### config.mk
export PLATFORM = sky130hd
export DESIGN_NAME = multi_req_counter
export DESIGN_NICKNAME = d
export VERILOG_FILES = /design/src/rtl/multi_req_counter_pkg.sv /design/src/rtl/multi_req_counter_arb.sv /design/src/rtl/multi_req_counter.sv
export SDC_FILE = /design/constraint.sdc
export NUM_CORES = 1
export LEC_CHECK = 0
export ABC_CLOCK_PERIOD_IN_PS = 2600
export BUFFER_PORTS_ARGS = -buffer_cell sky130_fd_sc_hd__buf_2
export CORE_UTILIZATION = 55
export CTS_BUF_LIST = sky130_fd_sc_hd__clkbuf_8 sky130_fd_sc_hd__clkbuf_16
export DETAILED_ROUTE_END_ITERATION = 16
export HOLD_SLACK_MARGIN = 0.03
export PLACE_DENSITY_LB_ADDON = 0.25
export SLEW_MARGIN = 20
export SYNTH_ARGS = -nofsm -noshare
export SYNTH_HDL_FRONTEND = slang
export SYNTH_SLANG_ARGS = --single-unit
export TNS_END_PERCENT = 10
### constraint.sdc
create_clock -name clk_i -period 2.6 [get_ports clk_i]
set_input_delay 0.52 -clock clk_i [delete_from_list [all_inputs] [get_ports clk_i]]
set_output_delay 0.52 -clock clk_i [all_outputs]
set_load 0.05 [all_outputs]
### src/rtl/multi_req_counter_pkg.sv
// Shared types and counter step helper for multi_req_counter.
// The step helper works on 32-bit values so it serves any CNT_W up to 32.
package multi_req_counter_pkg;

    typedef enum logic {IDLE = 1'b0, BUSY = 1'b1} state_e;

    typedef struct packed {
        logic [31:0] val;
        logic        lim;
    } step_t;

    function automatic step_t sat_step(
        input logic [31:0] value,
        input logic [31:0] max_v,
        input logic        dir,
        input logic        saturate
    );
        step_t r;
        r.lim = 1'b0;
        r.val = value;
        if (!dir) begin
            if (value == max_v) begin
                r.lim = 1'b1;
                r.val = saturate ? max_v : 32'd0;
            end else begin
                r.val = value + 32'd1;
            end
        end else begin
            if (value == 32'd0) begin
                r.lim = 1'b1;
                r.val = saturate ? 32'd0 : max_v;
            end else begin
                r.val = value - 32'd1;
            end
        end
        return r;
    endfunction

endpackage

### src/rtl/multi_req_counter_arb.sv
// Combinational round-robin arbiter: first request at or after ptr wins.
// Reusable by any hub that keeps its own registered pointer.
module rr_arbiter #(
    parameter int NUM_CH = 4,
    parameter int PTR_W  = (NUM_CH > 1) ? $clog2(NUM_CH) : 1
) (
    input  logic [NUM_CH-1:0] req_i,
    input  logic [PTR_W-1:0]  ptr_i,
    output logic [NUM_CH-1:0] gnt_o,
    output logic [PTR_W-1:0]  idx_o,
    output logic              valid_o
);

    always_comb begin
        int j;
        j       = 0;
        gnt_o   = '0;
        idx_o   = '0;
        valid_o = 1'b0;
        for (int i = 0; i < NUM_CH; i++) begin
            j = int'(ptr_i) + i;
            if (j >= NUM_CH) j = j - NUM_CH;
            if (!valid_o && req_i[j]) begin
                valid_o  = 1'b1;
                gnt_o[j] = 1'b1;
                idx_o    = PTR_W'(j);
            end
        end
    end

endmodule

### src/rtl/multi_req_counter.sv
// Sticky per-channel button requests arbitrated round-robin onto one
// shared up/down counter engine that stays busy BUSY_CYC cycles per update.
module multi_req_counter
    import multi_req_counter_pkg::*;
#(
    parameter int NUM_CH   = 4,
    parameter int CNT_W    = 4,
    parameter int BUSY_CYC = 2,
    parameter int SATURATE = 0
) (
    input  logic              clk_i,
    input  logic              rst_ni,
    input  logic [NUM_CH-1:0] button_i,
    input  logic [NUM_CH-1:0] dir_i,
    output logic [CNT_W-1:0]  counter_o,
    output logic [NUM_CH-1:0] grant_o,
    output logic [NUM_CH-1:0] pend_o,
    output logic              busy_o,
    output logic              limit_o,
    output logic [NUM_CH-1:0] drop_o
);

    localparam int PTR_W = (NUM_CH > 1) ? $clog2(NUM_CH) : 1;
    localparam int BC_W  = (BUSY_CYC > 1) ? $clog2(BUSY_CYC) : 1;
    localparam logic [31:0] MAX_V = 32'((64'd1 << CNT_W) - 64'd1);

    logic [NUM_CH-1:0] r_btn_q;
    logic [NUM_CH-1:0] r_pend;
    logic [NUM_CH-1:0] r_grant;
    logic [NUM_CH-1:0] r_drop;
    state_e            r_state;
    logic              r_dir;
    logic [BC_W-1:0]   r_busy_cnt;
    logic [PTR_W-1:0]  r_ptr;
    logic [CNT_W-1:0]  r_cnt;
    logic              r_limit;
    logic              r_busy;

    logic [NUM_CH-1:0] w_edge;
    logic [NUM_CH-1:0] w_clr;
    logic [NUM_CH-1:0] w_gnt;
    logic [PTR_W-1:0]  w_idx;
    logic [PTR_W-1:0]  w_nxt;
    logic              w_valid;
    logic              w_done;
    step_t             w_step;

    rr_arbiter #(
        .NUM_CH (NUM_CH),
        .PTR_W  (PTR_W)
    ) u_arb (
        .req_i   (r_pend),
        .ptr_i   (r_ptr),
        .gnt_o   (w_gnt),
        .idx_o   (w_idx),
        .valid_o (w_valid)
    );

    assign w_edge = button_i & ~r_btn_q;
    assign w_done = (r_state == BUSY) && (r_busy_cnt == '0);
    assign w_clr  = w_done ? r_grant : '0;
    assign w_nxt  = (w_idx == PTR_W'(NUM_CH - 1)) ? '0 : w_idx + 1'b1;
    assign w_step = sat_step(32'(r_cnt), MAX_V, r_dir, SATURATE != 0);

    // A fresh edge always re-arms pend, so set beats a same-cycle clear.
    always_ff @(posedge clk_i or negedge rst_ni) begin
        if (!rst_ni) begin
            r_btn_q    <= '0;
            r_pend     <= '0;
            r_grant    <= '0;
            r_drop     <= '0;
            r_state    <= IDLE;
            r_dir      <= 1'b0;
            r_busy_cnt <= '0;
            r_ptr      <= '0;
            r_cnt      <= '0;
            r_limit    <= 1'b0;
            r_busy     <= 1'b0;
        end else begin
            r_btn_q <= button_i;
            r_pend  <= (r_pend & ~w_clr) | w_edge;
            r_drop  <= w_edge & r_pend & ~w_clr;
            r_limit <= 1'b0;
            unique case (r_state)
                IDLE: begin
                    if (w_valid) begin
                        r_grant    <= w_gnt;
                        r_dir      <= dir_i[w_idx];
                        r_busy_cnt <= BC_W'(BUSY_CYC - 1);
                        r_ptr      <= w_nxt;
                        r_busy     <= 1'b1;
                        r_state    <= BUSY;
                    end
                end
                BUSY: begin
                    if (r_busy_cnt != '0) begin
                        r_busy_cnt <= r_busy_cnt - 1'b1;
                    end else begin
                        r_cnt   <= w_step.val[CNT_W-1:0];
                        r_limit <= w_step.lim;
                        r_grant <= '0;
                        r_busy  <= 1'b0;
                        r_state <= IDLE;
                    end
                end
                default: r_state <= IDLE;
            endcase
        end
    end

    assign counter_o = r_cnt;
    assign grant_o   = r_grant;
    assign pend_o    = r_pend;
    assign busy_o    = r_busy;
    assign limit_o   = r_limit;
    assign drop_o    = r_drop;

endmodule

==> summary.md, run 1 <==
| Metric | Value |
|---|---|
| Die outline height | `56.4 um` |
| Number of instances in the synthesized netlist | `176` |
| Cell-by-cell trace of the critical path | `inv_1 > ha_1 > mux4_2 > nand2b_1 > nand2_1 > mux2i_1 > nand2_1 > a221o_1` |
| Die outline width | `56.4 um` |
| Netlist cell types | `43` |
| Worst-case clock buffer depth | `2` |
| Standard cell core area | `2780 sq um` |
| Count of filler cells inserted in the layout | `220` |
| Number of global-route vias before repair | `1362` |
| DR vias/cell | `6.11` |
| Maximum number of pins on one net before global-route repair | `28` |
| Mapped cell area | `1630 sq um` |
| Area growth, synth to finish | `11.5%` |
| GR Util met2 | `0.437` |
| RSZ-0062 raised after global routing | `false` |
| Antenna fix cells | `0` |
| Clock buffers created by TritonCTS | `3` |
| Final hold vios | `0` |
| Leading post-synthesis cells by cell area | `sky130_fd_sc_hd__dfrtp_1 41%, sky130_fd_sc_hd__nand2_1 6.4%, sky130_fd_sc_hd__ha_1 4.6%, sky130_fd_sc_hd__nand2b_1 4.6%, sky130_fd_sc_hd__o21ai_0 3.4%` |
| Post-synth EDFFs | `0` |
| Slew margin rel. | `0.604` |
| Avg Synthesized Cell Area | `9.26 sq um` |
| Met1 global-route usage | `0.297` |
| Die Outline Area | `3190 sq um` |
| TritonCTS clock tree | `built` |
| Final cell count without fillers | `232` |
| Maximum clock frequency | `0.420 GHz` |
| DPL Wire Length | `2600 um` |
| Warning count from the yosys run | `0` |
| Number of vias in the routed layout | `1417` |
| Total Neg Setup Slack | `0 ps` |
| Cell type with the largest total area after synthesis | `sky130_fd_sc_hd__dfrtp_1` |
| Insertion delay to the later sink of the worst-skew pair | `280 ps` |
| Met3 capacity usage during global routing | `0.0323` |
| DP Cell Count | `228` |
| Number of gates resized after cts | `0` |
| Share of the core filled with cells | `0.654` |
| Row cnt | `19` |
| Number of pins exceeding their max-slew limit in the final report | `0` |
| Final weighted congestion in routability-driven placement | `0.907` |
| Outcome | `completed` |
| Ratio of cells with drive above 1 in the final layout | `0.209` |
| Number of remaining DRC errors | `0` |
| CTS H-tree lvls | `1` |
| Share of async-settable or async-resettable flops after synthesis | `1.00` |
| Dpl ws | `189 ps` |
| Required time at the worst-slack endpoint | `2770 ps` |
| Total global-route track usage | `0.241` |
| Most frequent standard cell in the layout excluding fill and tap cells | `sky130_fd_sc_hd__nand2_1` |
| Slowest cell on the critical path | `sky130_fd_sc_hd__dfrtp_2` |
| Startpoint kind of the worst setup timing path | `flop` |
| Setup violation total in the final timing report | `0` |
| Fraction of the cycle the final worst path needs | `0.915` |
| Routed WL | `3580 um` |
| Number of nets in the synthesized netlist | `192` |
| Min Tclk post-route | `2380 ps` |
| Biggest cell delay along the critical path | `440 ps` |
| Clock slew at the register clock pins of the worst setup and hold paths | `100 ps` |
| Root buffer cell | `sky130_fd_sc_hd__clkbuf_8` |
| Category of the critical setup timing path | `flop to flop` |
| Initial core utilization | `0.586` |
| Global-route wire length before repair | `6090 um` |
| Port-buffer cells | `27` |
| Synthesized flop and latch total | `27` |
| Layout net count | `218` |
| Sequential cell area fraction in the yosys report | `0.414` |
| Number of antenna violations at the first check in global routing | `0` |
| Peak-usage layer in the global routing report | `met2` |
| Top FF cell, synth | `sky130_fd_sc_hd__dfrtp_1` |
| Number of optimization iterations in the first detailed-route pass | `4` |
| Maximum fanout encountered on the critical timing path | `7` |
| Share of Yosys cell area claimed by the top area cell type | `0.414` |
| Post-cts hold buffer count | `0` |
| Arrival time reported for the critical path endpoint | `2550 ps` |
| Routed WL per cell | `15.4 um` |
| Number of setup buffers added after CTS | `0` |
| Type of element capturing the critical path | `flop` |
| Sink Count | `27` |
| Worst-case setup margin in the final layout | `222 ps` |
| Worst hold-check path type | `input port to asynchronous set/reset pin` |
| Commonest cells after routing, fill and taps aside | `28 x sky130_fd_sc_hd__nand2_1, 27 x sky130_fd_sc_hd__buf_2, 26 x sky130_fd_sc_hd__dfrtp_1` |
| Grt ovf | `0` |
| Remaining number of nets flagged by the antenna check after routing | `0` |
| Slew @ Worst Pin | `593 ps` |
| Max cap viols | `0` |
| Drt first-iter violations | `90` |
| Clock Skew | `1.53 ps` |
| Top Ports | `28` |
| Library cell appearing most often on the critical path | `sky130_fd_sc_hd__nand2_1` |
cells by family (layout without fill, tap and decap cells):
group / Yosys count / count (layout) / share of synthesized area
AOI/OAI and AO/OA: 44 / 44 / 0.181
xor gates and xnor gates: 4 / 4 / 0.0215
adders and majority gates: 6 / 6 / 0.0460
buffers and inverters: 16 / 41 / 0.0530
DFF: 27 / 27 / 0.414
muxes: 7 / 7 / 0.0599
and+or+nand+nor: 72 / 72 / 0.224
cell usage after synthesis, drive strengths merged, types with 2 or more instances:
cell	count
a211oi	2
a21oi	9
a22oi	4
a31oi	4
and4b	2
buf	6
clkbuf	3
dfrtp	27
ha	6
inv	7
mux2	2
mux2i	3
mux4	2
nand2	28
nand2b	12
nand4	3
nor2	13
nor2b	3
nor3	3
nor4	2
o21ai	11
o31ai	2
or3	2
xnor2	2
xor2	2
critical path: cells and delay by family (launching register included):
| family | cells | cell delay (ps) |
|---|---|---|
| buf+inv | 1 | 130 |
| mux | 2 | 590 |
| simple gates | 3 | 430 |
| compound gates | 1 | 290 |
| flops | 1 | 440 |
| fa+ha+maj | 1 | 380 |
layout make-up:
type                    instances  area [sq um]  share of cell area
clock inverters                 1          8.76             0.00482
repair buffers                 30           158              0.0867
well taps                      31          38.8              0.0213
inverters                       7          26.3              0.0145
flip-flops and latches         27           677               0.372
multi-input cells             133           868               0.478
clock buffers                   3          41.3              0.0227
path summary, 6_finish.rpt:
| kind | startpoint | endpoint | slack, ps | cells after the start |
|---|---|---|---|---|
| worst max register to register | r_ptr[1]$_DFFE_PN0P_ | r_dir$_DFFE_PN0P_ | 220 | 8 |
| max in group asynchronous | rst_ni | r_ptr[1]$_DFFE_PN0P_ | 1950 | 1 |
| worst max-delay path | r_ptr[1]$_DFFE_PN0P_ | r_dir$_DFFE_PN0P_ | 220 | 8 |
| worst min register to register | busy_o$_DFFE_PN0P_ | busy_o$_DFFE_PN0P_ | 490 | 2 |
| min in group clk_i | button_i[2] | r_btn_q[2]$_DFF_PN0_ | 350 | 1 |
| worst min-delay path | rst_ni | r_btn_q[1]$_DFF_PN0_ | 230 | 1 |
per-stage QoR:
step                      cell area (sq um)  hold WS, ps
after floorplan                        1630          224
after global placement                 1770          458
after detailed placement               1770          469
after CTS                              1820          256
after global routing                   1820          277
final                                  1820          227
routing by layer:
| layer | wire length (um) | vias up | part of all wire |
|---|---|---|---|
| met4 | 68 | 0 | 0.019 |
| met5 | 0 | - | 0 |
| li1 | - | 676 | - |
| met3 | 219 | 9 | 0.061 |
| met2 | 1770 | 54 | 0.49 |
| met1 | 1530 | 678 | 0.43 |
sequential cells by signal, indices dropped and copies added, names as in the netlist:
register,flops
busy_o,1
counter_o,4
drop_o,4
grant_o,4
limit_o,1
pend_o,4
r_btn_q,4
r_busy_cnt,1
r_dir,1
r_ptr,2
r_state,1
Power of run 1 is not shown: default switching activity piles up to over one toggle a cycle in this logic, so the estimate is an artifact.
==> run 2: changes to the inputs <==
--- a/config.mk
+++ b/config.mk
@@ -11,7 +11,7 @@
 export CTS_BUF_LIST = sky130_fd_sc_hd__clkbuf_8 sky130_fd_sc_hd__clkbuf_16
 export DETAILED_ROUTE_END_ITERATION = 16
 export HOLD_SLACK_MARGIN = 0.03
-export PLACE_DENSITY_LB_ADDON = 0.25
+export PLACE_DENSITY_LB_ADDON = 0.12
 export SLEW_MARGIN = 20
 export SYNTH_ARGS = -nofsm -noshare
 export SYNTH_HDL_FRONTEND = slang
==> summary.md, run 2 (synthesized netlist as in run 1, its figures left out) <==
| Metric | Value |
|---|---|
| Outcome | `completed (unchanged)` |
| Die outline height | `56.4 um (unchanged)` |
| Die outline width | `56.4 um (unchanged)` |
| Final weighted congestion in routability-driven placement | `0.879 (was 0.907)` |
| Root buffer cell | `sky130_fd_sc_hd__clkbuf_8 (unchanged)` |
| Antenna fix cells | `0 (unchanged)` |
| Number of remaining DRC errors | `0 (unchanged)` |
| Clock buffers created by TritonCTS | `3 (unchanged)` |
| Row cnt | `19 (unchanged)` |
| Ratio of cells with drive above 1 in the final layout | `0.204 (was 0.209)` |
| Setup violation total in the final timing report | `0 (unchanged)` |
| Layout net count | `218 (unchanged)` |
| RSZ-0062 raised after global routing | `false (unchanged)` |
| Most frequent standard cell in the layout excluding fill and tap cells | `sky130_fd_sc_hd__nand2_1 (unchanged)` |
| Number of setup buffers added after CTS | `0 (unchanged)` |
| Number of global-route vias before repair | `1255 (was 1362)` |
| Arrival time reported for the critical path endpoint | `2580 ps (was 2550 ps)` |
| Category of the critical setup timing path | `flop to flop (unchanged)` |
| Total Neg Setup Slack | `0 ps (unchanged)` |
| Number of gates resized after cts | `0 (unchanged)` |
| Required time at the worst-slack endpoint | `2770 ps (about the same)` |
| Sink Count | `27 (unchanged)` |
| DR vias/cell | `5.87 (was 6.11)` |
| Initial core utilization | `0.586 (unchanged)` |
| Worst hold-check path type | `input port to asynchronous set/reset pin (unchanged)` |
| Number of antenna violations at the first check in global routing | `0 (unchanged)` |
| Worst-case clock buffer depth | `2 (unchanged)` |
| Number of pins exceeding their max-slew limit in the final report | `0 (unchanged)` |
| Clock Skew | `5.50 ps (was 1.53 ps)` |
| CTS H-tree lvls | `1 (unchanged)` |
| Global-route wire length before repair | `5660 um (was 6090 um)` |
| Remaining number of nets flagged by the antenna check after routing | `0 (unchanged)` |
| Number of vias in the routed layout | `1361 (was 1417)` |
| Maximum clock frequency | `0.414 GHz (was 0.420 GHz)` |
| Standard cell core area | `2780 sq um (unchanged)` |
| Worst R2R Start | `r_ptr[1]$_DFFE_PN0P_ (unchanged)` |
| Die Outline Area | `3190 sq um (unchanged)` |
| Slew margin rel. | `0.601 (was 0.604)` |
| First element of the critical path | `r_ptr[1]$_DFFE_PN0P_ (unchanged)` |
| Number of cells on the worst reg-to-reg path | `8 (unchanged)` |
| Worst-case setup margin in the final layout | `186 ps (was 222 ps)` |
| Hold WS | `243 ps (was 227 ps)` |
| Top Ports | `28 (unchanged)` |
| Count of filler cells inserted in the layout | `246 (was 220)` |
| Dpl ws | `204 ps (was 189 ps)` |
| Routed WL per cell | `14.0 um (was 15.4 um)` |
| Type of element capturing the critical path | `flop (unchanged)` |
| Final hold vios | `0 (unchanged)` |
| Max cap viols | `0 (unchanged)` |
| Maximum number of pins on one net before global-route repair | `28 (unchanged)` |
| CP Capture Point | `r_dir$_DFFE_PN0P_ (unchanged)` |
| Startpoint kind of the worst setup timing path | `flop (unchanged)` |
| Post-cts hold buffer count | `0 (unchanged)` |
| Commonest cells after routing, fill and taps aside | `28 x sky130_fd_sc_hd__nand2_1, 27 x sky130_fd_sc_hd__dfrtp_1, 27 x sky130_fd_sc_hd__buf_2 (was 28 x sky130_fd_sc_hd__nand2_1, 27 x sky130_fd_sc_hd__buf_2, 26 x sky130_fd_sc_hd__dfrtp_1)` |
| Worst setup slack for register-to-register paths | `190 ps (was 220 ps)` |
| Fraction of the cycle the final worst path needs | `0.928 (was 0.915)` |
| Clock slew at the register clock pins of the worst setup and hold paths | `100 ps (about the same)` |
| Drt first-iter violations | `66 (was 90)` |
| Grt ovf | `0 (unchanged)` |
| DPL Wire Length | `2460 um (was 2600 um)` |
| Terminus of the critical flop-to-flop path | `r_dir$_DFFE_PN0P_ (unchanged)` |
| Routed WL | `3260 um (was 3580 um)` |
| Slew @ Worst Pin | `599 ps (was 593 ps)` |
| Insertion delay to the later sink of the worst-skew pair | `270 ps (was 280 ps)` |
| Total global-route track usage | `0.224 (was 0.241)` |
| Area growth, synth to finish | `11.4% (was 11.5%)` |
| Min Tclk post-route | `2410 ps (was 2380 ps)` |
| Maximum fanout encountered on the critical timing path | `7 (unchanged)` |
| Port-buffer cells | `27 (unchanged)` |
| TritonCTS clock tree | `built (unchanged)` |
| Number of optimization iterations in the first detailed-route pass | `4 (unchanged)` |
==> run 2: cell counts in the layout (fill, tap and decap cells not counted) <==
No cell type changed its count.
==> run 2: per-stage QoR <==
stage | instances | area (sq um) | util
3_5_place_dp | 228 | 1770 | 0.635
6_report | 232 | 1820 | 0.653
5_1_grt | 232 | 1820 | 0.653
2_1_floorplan | 176 | 1630 | -
4_1_cts | 232 | 1820 | 0.653
3_3_place_gp | 228 | 1770 | 0.635
==> run 2: layout make-up <==
| type | instances | area [sq um] | area share |
|---|---|---|---|
| well taps | 31 | 38.8 | 0.0213 |
| inverters | 7 | 26.3 | 0.0145 |
| clock buffers | 3 | 41.3 | 0.0227 |
| multi-input cells | 133 | 868 | 0.478 |
| repair buffers | 30 | 158 | 0.0868 |
| clock inverters | 1 | 8.76 | 0.00482 |
| flip-flops and latches | 27 | 676 | 0.372 |
==> run 2: worst max-delay path, cell delays in order, from the launching register on <==
cell,delay [ps]
sky130_fd_sc_hd__dfrtp_1,480
sky130_fd_sc_hd__inv_1,160
sky130_fd_sc_hd__ha_1,370
sky130_fd_sc_hd__mux4_2,380
sky130_fd_sc_hd__nand2b_1,200
sky130_fd_sc_hd__nand2_1,140
sky130_fd_sc_hd__mux2i_1,220
sky130_fd_sc_hd__nand2_1,70
sky130_fd_sc_hd__a221o_1,280
==> run 2: routing by layer <==
| metal | track usage | vias to the layer above | routed length, um |
|---|---|---|---|
| li1 | - | 682 | - |
| met3 | 0.0276 | 2 | 83 |
| met5 | 0 | - | 0 |
| met4 | 0.0627 | 0 | 21 |
| met1 | 0.315 | 654 | 1570 |
| met2 | 0.363 | 23 | 1580 |
==> run 2: how the worst min path moves through the flow <==
| stage | start | end | depth (start not counted) |
|---|---|---|---|
| after floorplan | rst_ni | busy_o$_DFFE_PN0P_ | 0 |
| after global placement | busy_o$_DFFE_PN0P_ | busy_o$_DFFE_PN0P_ | 2 |
| after detailed placement | busy_o$_DFFE_PN0P_ | busy_o$_DFFE_PN0P_ | 2 |
| after CTS | rst_ni | counter_o[0]$_DFFE_PN0P_ | 1 |
| after global routing | rst_ni | limit_o$_DFF_PN0_ | 1 |
| final | rst_ni | r_busy_cnt$_DFFE_PN0P_ | 1 |
Power of run 2 is left out for the same reason.
